--- config.mk ---
export PLATFORM = sky130hd
export DESIGN_NAME = l2_icache_resp
export DESIGN_NICKNAME = d
export VERILOG_FILES = /design/src/rtl/l2_icache_resp.sv
export SDC_FILE = /design/constraint.sdc
export NUM_CORES = 1
export LEC_CHECK = 0
export ABC_AREA = 1
export BUFFER_PORTS_ARGS = -buffer_cell sky130_fd_sc_hd__buf_2
export CORE_ASPECT_RATIO = 1.4
export CORE_UTILIZATION = 36
export CTS_BUF_LIST = sky130_fd_sc_hd__clkbuf_8
export CTS_CLUSTER_SIZE = 10
export DETAILED_ROUTE_END_ITERATION = 8
export PLACE_DENSITY = 0.64
export REMOVE_ABC_BUFFERS = 1
export SYNTH_ARGS = -nofsm -noshare
export SYNTH_HDL_FRONTEND = slang
export SYNTH_SLANG_ARGS = --single-unit
--- constraint.sdc ---
create_clock -name clk -period 3.35 [get_ports clk]
set_input_delay 0.5025 -clock clk [delete_from_list [all_inputs] [get_ports clk]]
set_output_delay 0.5025 -clock clk [all_outputs]
set_load 0.02 [all_outputs]
--- src/rtl/l2_icache_resp.sv ---
// -----------------------------------------------------------------------------
// l2_icache_resp
//
// L2 responder for L1 instruction-cache refills. A read request latches the
// line address, fetches the four 32-bit words of the line from memory one beat
// at a time, presents the assembled 128-bit line with a one-cycle l2_rdy
// strobe, and then stays busy until the L1 reports that the line has been
// written into its arrays. Write requests are illegal on this path: they set
// a sticky error flag and are otherwise dropped.
//
// Optional feature (macro): CRITICAL_WORD_FIRST_EN
//   defined   -> the first beat fetches the requested word l2_addr[3:2] and
//                the following beats wrap upwards (e.g. 2,3,0,1)
//   undefined -> beats are always fetched in word order 0,1,2,3
//   Either way each word lands in the slot given by its own word index.
//
// Ports
//   clk         in   1    clock, all state changes on the rising edge
//   reset       in   1    synchronous active-high reset
//   irq         in   1    refill request from the L1 controller
//   l2_addr     in   32   request byte address: [31:4] line, [3:2] word
//   l2_cache_rw in   1    request direction (`READ / `WRITE)
//   complete    in   1    L1 has written the refill line
//   l2_busy     out  1    responder occupied (every state except IDLE)
//   l2_rdy      out  1    one-cycle strobe, l2_rdata valid
//   l2_rdata    out  128  refill line, word w at [32w+31:32w]
//   wr_err      out  1    sticky, set by a `WRITE request
//   mem_req     out  1    memory beat request, held until mem_ack
//   mem_addr    out  32   beat address {line, beat_word, 2'b00}
//   mem_ack     in   1    beat accepted, mem_rdata valid in the same cycle
//   mem_rdata   in   32   beat read data
// -----------------------------------------------------------------------------

`ifndef READ
`define READ 1'b0
`endif
`ifndef WRITE
`define WRITE 1'b1
`endif

module l2_icache_resp (
    input  logic         clk,
    input  logic         reset,
    input  logic         irq,
    input  logic [31:0]  l2_addr,
    input  logic         l2_cache_rw,
    input  logic         complete,
    output logic         l2_busy,
    output logic         l2_rdy,
    output logic [127:0] l2_rdata,
    output logic         wr_err,
    output logic         mem_req,
    output logic [31:0]  mem_addr,
    input  logic         mem_ack,
    input  logic [31:0]  mem_rdata
);

    typedef enum logic [1:0] {
        IDLE     = 2'd0,
        FETCH    = 2'd1,
        RDY      = 2'd2,
        WAIT_CMP = 2'd3
    } state_t;

    state_t         state_r;
    state_t         state_s;

    logic [27:0]    line_r;
    logic [1:0]     first_word_r;
    logic [1:0]     beat_cnt_r;

    logic           busy_r;
    logic           rdy_r;
    logic [127:0]   rdata_r;
    logic           wr_err_r;
    logic           mem_req_r;
    logic [31:0]    mem_addr_r;

    logic           accept_s;
    logic           wr_req_s;
    logic           beat_s;
    logic           last_beat_s;
    logic [1:0]     start_word_s;
    logic [1:0]     beat_word_s;
    logic [1:0]     next_word_s;
    logic [6:0]     slot_lsb_s;

    // Word fetched by the first beat of a newly accepted request.
    always_comb begin
        start_word_s = 2'b00;
`ifdef CRITICAL_WORD_FIRST_EN
        start_word_s = l2_addr[3:2];
`else
        start_word_s = 2'b00;
`endif
    end

    // Beat word bookkeeping; 2-bit adds wrap 3->0 naturally.
    always_comb begin
        beat_word_s = first_word_r + beat_cnt_r;
        next_word_s = first_word_r + beat_cnt_r + 2'd1;
        slot_lsb_s  = {beat_word_s, 5'b00000};
        beat_s      = (state_r == FETCH) && mem_ack;
        last_beat_s = beat_s && (beat_cnt_r == 2'd3);
    end

    // Next-state logic and request decode.
    always_comb begin
        state_s  = state_r;
        accept_s = 1'b0;
        wr_req_s = 1'b0;
        case (state_r)
            IDLE: begin
                if (irq) begin
                    if (l2_cache_rw == `READ) begin
                        state_s  = FETCH;
                        accept_s = 1'b1;
                    end else begin
                        state_s  = IDLE;
                        wr_req_s = 1'b1;
                    end
                end else begin
                    state_s = IDLE;
                end
            end
            FETCH: begin
                if (last_beat_s) begin
                    state_s = RDY;
                end else begin
                    state_s = FETCH;
                end
            end
            RDY: begin
                if (complete) begin
                    state_s = IDLE;
                end else begin
                    state_s = WAIT_CMP;
                end
            end
            WAIT_CMP: begin
                if (complete) begin
                    state_s = IDLE;
                end else begin
                    state_s = WAIT_CMP;
                end
            end
            default: begin
                state_s = IDLE;
            end
        endcase
    end

    // State, datapath and registered outputs. The strobe-style outputs are
    // registered from the next state so they line up with the state they
    // describe, e.g. mem_req drops in the same cycle RDY is entered.
    always_ff @(posedge clk) begin
        if (reset) begin
            state_r      <= IDLE;
            line_r       <= 28'd0;
            first_word_r <= 2'd0;
            beat_cnt_r   <= 2'd0;
            busy_r       <= 1'b0;
            rdy_r        <= 1'b0;
            rdata_r      <= 128'd0;
            wr_err_r     <= 1'b0;
            mem_req_r    <= 1'b0;
            mem_addr_r   <= 32'd0;
        end else begin
            state_r   <= state_s;
            busy_r    <= (state_s != IDLE);
            rdy_r     <= (state_s == RDY);
            mem_req_r <= (state_s == FETCH);
            if (wr_req_s) begin
                wr_err_r <= 1'b1;
            end
            if (accept_s) begin
                line_r       <= l2_addr[31:4];
                first_word_r <= start_word_s;
                beat_cnt_r   <= 2'd0;
                mem_addr_r   <= {l2_addr[31:4], start_word_s, 2'b00};
            end else if (beat_s) begin
                rdata_r[slot_lsb_s +: 32] <= mem_rdata;
                beat_cnt_r                <= beat_cnt_r + 2'd1;
                // After the last beat the address simply holds; mem_req is low.
                if (!last_beat_s) begin
                    mem_addr_r <= {line_r, next_word_s, 2'b00};
                end
            end
        end
    end

    assign l2_busy  = busy_r;
    assign l2_rdy   = rdy_r;
    assign l2_rdata = rdata_r;
    assign wr_err   = wr_err_r;
    assign mem_req  = mem_req_r;
    assign mem_addr = mem_addr_r;

endmodule

Word-level counts from Yosys, hierarchy flattened --
Cells that the tools add are included.
Word-level totals: flip-flop bits (word level) 194, input port bits 70, word-level logic and storage cells 48
Operators by class: bitwise operators 2, shifts and indexed selects 2, mux-type cells 15, reduce and logical (&&, ||, !) cells 10, equality and inequality tests 7, add/sub/neg operators 2
Operators by type and width (count):
- bitwise mux 128 bit | 1
- variable shift 32 x 9 -> 128 bit (first input constant) | 1
- variable part select 32 x 9 -> 128 bit | 1
- two-way mux 32 bit | 3
- negator 7 -> 9 bit | 1
- equality test 2 bit (second input constant) | 4
- two-way mux 1 bit | 7
- two-way mux 2 bit | 3
- case mux 2 bit (3 select lines) | 1
- AND reduction 2 bit | 3
- equality test 2 x 1 -> 1 bit (second input constant) | 2
- nonzero test 2 bit | 2
- OR reduction 2 bit | 2
- adder 2 x 1 -> 2 bit (second input constant) | 1
- logical AND 1 bit | 2
- logical NOT 2 bit | 1
- inequality test 2 bit (second input constant) | 1
- NOT 1 bit | 2

Depth between registers and ports, before layout --
word-level depth 6, depth in mapped cells 9, depth with buffers taken out 7

Worst setup path after synthesis --
Ideal clock, no wire load.
path kind flip-flop to flip-flop, from register beat_cnt_r[0], to register rdata_r[106] (netlist: l2_rdata[106]), library setup time 0.128 ns, path slack 1.556 ns, cell stages (with the launch flop) 9, data arrival time 1.667 ns, cells stage by stage dfxtp_1 > buf_4 > inv_1 > ha_1 > clkbuf_1 > clkbuf_1 > o21ai_0 > nand2_1 > nor2_1
On the way: longest elaborated chain between the ends 3
Ends and longest elaborated chain:
- start, declared | RTL line 70 | logic [1:0] beat_cnt_r;
- start signal, assigned | RTL line 183 | beat_cnt_r <= beat_cnt_r + 2'd1;
- negator 7 -> 9 bit (*) | RTL line 182 | rdata_r[slot_lsb_s +: 32] <= mem_rdata;
- variable part select 32 x 9 -> 128 bit or variable shift 32 x 9 -> 128 bit (tied branches) | RTL line 182
- bitwise mux 128 bit (*) | RTL line 182
- end signal, assigned by index | RTL line 182
- end, declared | RTL line 74 | logic [127:0] rdata_r;
Mark *: on every way between the ends. The rest lies on a longest branch, timed or not. A chain may end at the register's enable or synchronous reset.

Final worst setup path --
from register beat_cnt_r[0], to register rdata_r[26] (netlist: l2_rdata[26])
Same word-level chain as after synthesis.

==> flow_summary_export.csv <==
group,metric,value,unit
sta,hold_viol,0,
worst_setup_path,worstPathCellList,"inv_1 > ha_1 > buf_4 > inv_1 > nand3_1 > inv_1 > nand3_1 > a21oi_1",
yosys,synthAdderAreaFrac,0.7933,%
grt,grt_start_max_net_pins,85,
die,fp-row-count,63,
clock_network,root_buffer,"sky130_fd_sc_hd__clkbuf_8",
clock_network,path_clk_slew,0.10,ns
sta,max_slew.worst_pin.slew,1.223,ns
detailed_routing,num_vias,7509,
yosys,ys_top_cells_by_area,"sky130_fd_sc_hd__dfxtp_1 (49%), sky130_fd_sc_hd__nand2_1 (13%), sky130_fd_sc_hd__a21oi_1 (8.6%)",
yosys,synth-main-ff-cell,"sky130_fd_sc_hd__dfxtp_1",
yosys,synthMostInstantiatedCell,"sky130_fd_sc_hd__nand2_1",
detailed_routing,initialDrtViolationCount,307,
detailed_routing,drtAntennaViolNets,0,
power,fin_total_pwr,4.631,mW
yosys,synth_area_per_cell,7.111,um2
worst_setup_path,timing_worst_setup_path_type,"flop to flop",
sta,fmax_achieved,394.9,MHz
place,dp_hpwl,15440,um
worst_setup_path,timing.critical_path.to_type,"flop",
clock_network,clk-insertion-delay-late,0.46,ns
sta,grt_setup_unrepaired,"false",
sta,finalWorstPathRequiredPeriod,2.532,ns
detailed_routing,average_wire_per_cell_in_the_routed_design,14.79,um
yosys,synth_warnings,0,
die,placeableCoreArea,21360,um2
yosys,post_synth_and_or_nand_nor_area_fraction,29.89,%
place,portBuffers,227,
power,powerDensity,480.6,nW/um2
die,die_width,127.1,um
yosys,fraction_of_the_mapped_netlist_area_in_compound_gates,11.50,%
grt,grt_pass1_wl,37640,um
final_layout,area_overhead_of_the_layout_relative_to_synthesis,22.18,%
yosys,netlist.top_cell.by_area,"sky130_fd_sc_hd__dfxtp_1",
yosys,postSynth.asyncResetShare,0,%
worst_setup_path,ff2ff_path_depth,8,
die,floorplan.die.height,177.1,um
worst_setup_path,cpMostUsedCell,"sky130_fd_sc_hd__inv_1",
hold_path,min_delay_path_class,"primary input to flop",
worst_setup_path,cp_slowest_stage_delay,0.89,ns
yosys,post_synth_instance_area,7886,um2
yosys,ys_seq_area_share,49.25,%
hold_path,worstHoldPathCells,3,
yosys,share_of_the_synthesized_netlist_area_taken_by_xor_and_xnor_gates,0,%
detailed_routing,firstDrtPassIters,4,
worst_setup_path,crit_path_top_delay_cell,"sky130_fd_sc_hd__inv_1",
sta,clock-skew-final,0.01083,ns
clock_network,cts_tree,"built",
yosys,synth_top_cell_area_share,49.25,%
run,drv.max_cap_violation_count,0,
yosys,netlist_top_cells_count,"sky130_fd_sc_hd__nand2_1 (271), sky130_fd_sc_hd__dfxtp_1 (194), sky130_fd_sc_hd__nor2_1 (157)",
worst_setup_path,critPathMaxFanout,32,
clock_network,clock_sinks,194,
yosys,total_of_flip_flops_plus_latches_after_synthesis,194,
yosys,synth.distinct_cells,25,
final_layout,design.final.nets,1368,
die,initial_utilization,36.92,%
detailed_routing,via_per_inst,4.705,
worst_setup_path,cp_data_required_time,3.74,ns
sta,final-setup-viol-count,0,
grt,number_of_antenna_violations_at_the_first_check_in_global_routing,1,
sta,max_slew_margin,18.36,%
yosys,synth_enable_flop_cells,0,
clock_network,clock_tree.htree_level_count,4,
grt,grt_remaining_overflow,0,
grt,track_usage,21.54,%
grt,grt_pass1_vias,7034,
power,leak_pwr,4.514,nW
yosys,synth.mux.area_fraction,0,%
detailed_routing,drt-total-wl,23610,um
detailed_routing,detail_route.drc_violations,0,
sta,timing.final.crit_share,75.58,%
die,die-area,22510,um2
yosys,netlist_instances,1109,
sta,timing.final.max_slew_violations,0,
final_layout,fraction_of_layout_instances_using_a_drive_strength_above_1,22.62,%
yosys,main_combinational_cell_family_by_area_after_synthesis,"simple AND/OR/NAND/NOR gates",
clock_network,cts_hold_buf,0,
power,vdd_ir_drop_max,0.2467,mV
clock_network,post_cts.repair.setup_buffers,0,
clock_network,cts_inserted_buffers,17,
clock_network,ctsResizeCount,0,
outcome,run_status,"finished clean",
final_layout,antenna_cells_inserted,0,
die,boundaryPins,234,
worst_setup_path,critical_path_arrival,2.92,ns
sta,setup-tns-final,0,ns
place,globalplace.congestion,0.7948,
worst_setup_path,startpoint_type,"flop",
clock_network,clockBufferDepth,2,
[worst paths after layout]
kind                               startpoint            to  slack, ns
worst max register to register  beat_cnt_r[0]  l2_rdata[26]       0.82
worst max-delay path            beat_cnt_r[0]  l2_rdata[26]       0.82
worst min register to register   l2_rdata[69]  l2_rdata[69]       0.47
worst min-delay path                      irq        wr_err       0.31
[metal layers]
metal / part of all wire (%) / up-vias / global-route usage [%]
met5: 0.042 / - / 0
met4: 2.0 / 2 / 7.341
met3: 5.2 / 23 / 5.018
met2: 52 / 208 / 39.38
met1: 41 / 3403 / 24.34
li1: - / 3873 / -
[cell usage in the layout (no fill, tap or decap)]
cell type / Yosys / layout
sky130_fd_sc_hd__clkinvlp_4: 0 / 1
sky130_fd_sc_hd__nand3_1: 125 / 122
sky130_fd_sc_hd__inv_2: 3 / 4
sky130_fd_sc_hd__nand2_1: 271 / 270
sky130_fd_sc_hd__dfxtp_1: 194 / 194
sky130_fd_sc_hd__a31oi_1: 1 / 1
sky130_fd_sc_hd__nand2_4: 1 / 1
sky130_fd_sc_hd__nand2_2: 1 / 2
sky130_fd_sc_hd__clkinv_2: 0 / 1
sky130_fd_sc_hd__buf_4: 7 / 15
sky130_fd_sc_hd__buf_12: 0 / 1
sky130_fd_sc_hd__nor2_4: 1 / 2
sky130_fd_sc_hd__nor2_2: 7 / 8
sky130_fd_sc_hd__clkbuf_8: 0 / 22
sky130_fd_sc_hd__nor2_1: 157 / 155
sky130_fd_sc_hd__ha_1: 5 / 5
sky130_fd_sc_hd__nand4_1: 1 / 1
sky130_fd_sc_hd__a21oi_1: 135 / 135
sky130_fd_sc_hd__o21ai_0: 40 / 40
sky130_fd_sc_hd__bufinv_16: 0 / 4
sky130_fd_sc_hd__inv_1: 79 / 78
sky130_fd_sc_hd__conb_1: 1 / 2
sky130_fd_sc_hd__nor3_1: 1 / 1
sky130_fd_sc_hd__clkinv_4: 0 / 2
sky130_fd_sc_hd__o21ai_1: 5 / 5
sky130_fd_sc_hd__nand3_2: 0 / 3
sky130_fd_sc_hd__nand3_4: 2 / 2
sky130_fd_sc_hd__buf_2: 30 / 226
sky130_fd_sc_hd__or2_2: 1 / 1
[where the power goes]
part           leakage [nW]  internal, mW  total, mW  switching [mW]
Clock                 0.227         0.908       1.73           0.821
Sequential             1.57          2.38       2.41          0.0301
Combinational          2.71         0.154      0.496           0.342
Total                  4.51          3.44       4.63            1.19
[cell type report]
class,count,area (um2)
fillers,2210,11730
multi-input cells,756,3362
clock inverters,8,150.1
well taps,292,365.4
flip-flops and latches,194,3884
inverters,82,307.8
clock buffers,22,302.8
repair buffers,242,1264
[worst max-delay path, delay by kind of cell (launching register included)]
family / cells / cell delay (ns)
compound gates: 1 / 0.18
simple gates: 2 / 0.24
flops: 1 / 0.32
buf+inv: 4 / 1.42
fa+ha+maj: 1 / 0.28
[logic make-up after synthesis]
logic type	count (synthesis)
fa+ha+maj	5
buf+inv	160
other cells	1
flops	194
compound gates	181
simple gates	568
[metrics by stage]
stage	cell area (um2)	cells	hold WS, ns	utilization [%]	setup slack [ns]
2_1_floorplan	7526	1032	0.4416	-	0.01891
3_3_place_gp	9183	1566	0.4468	42.99	0.9204
3_5_place_dp	9183	1566	0.4525	42.99	0.8398
4_1_cts	9635	1596	0.2618	45.11	0.7984
5_1_grt	9635	1596	0.2670	45.11	0.5976
6_report	9635	1596	0.3061	45.11	0.8179
[sequential cells by signal (all words and copies together), names as in the netlist]
register    flops
state_r         2
wr_err          1
l2_busy         1
l2_rdata      128
l2_rdy          1
mem_addr       30
beat_cnt_r      2
mem_req         1
line_r         28
(Power assumes the default switching activity.)
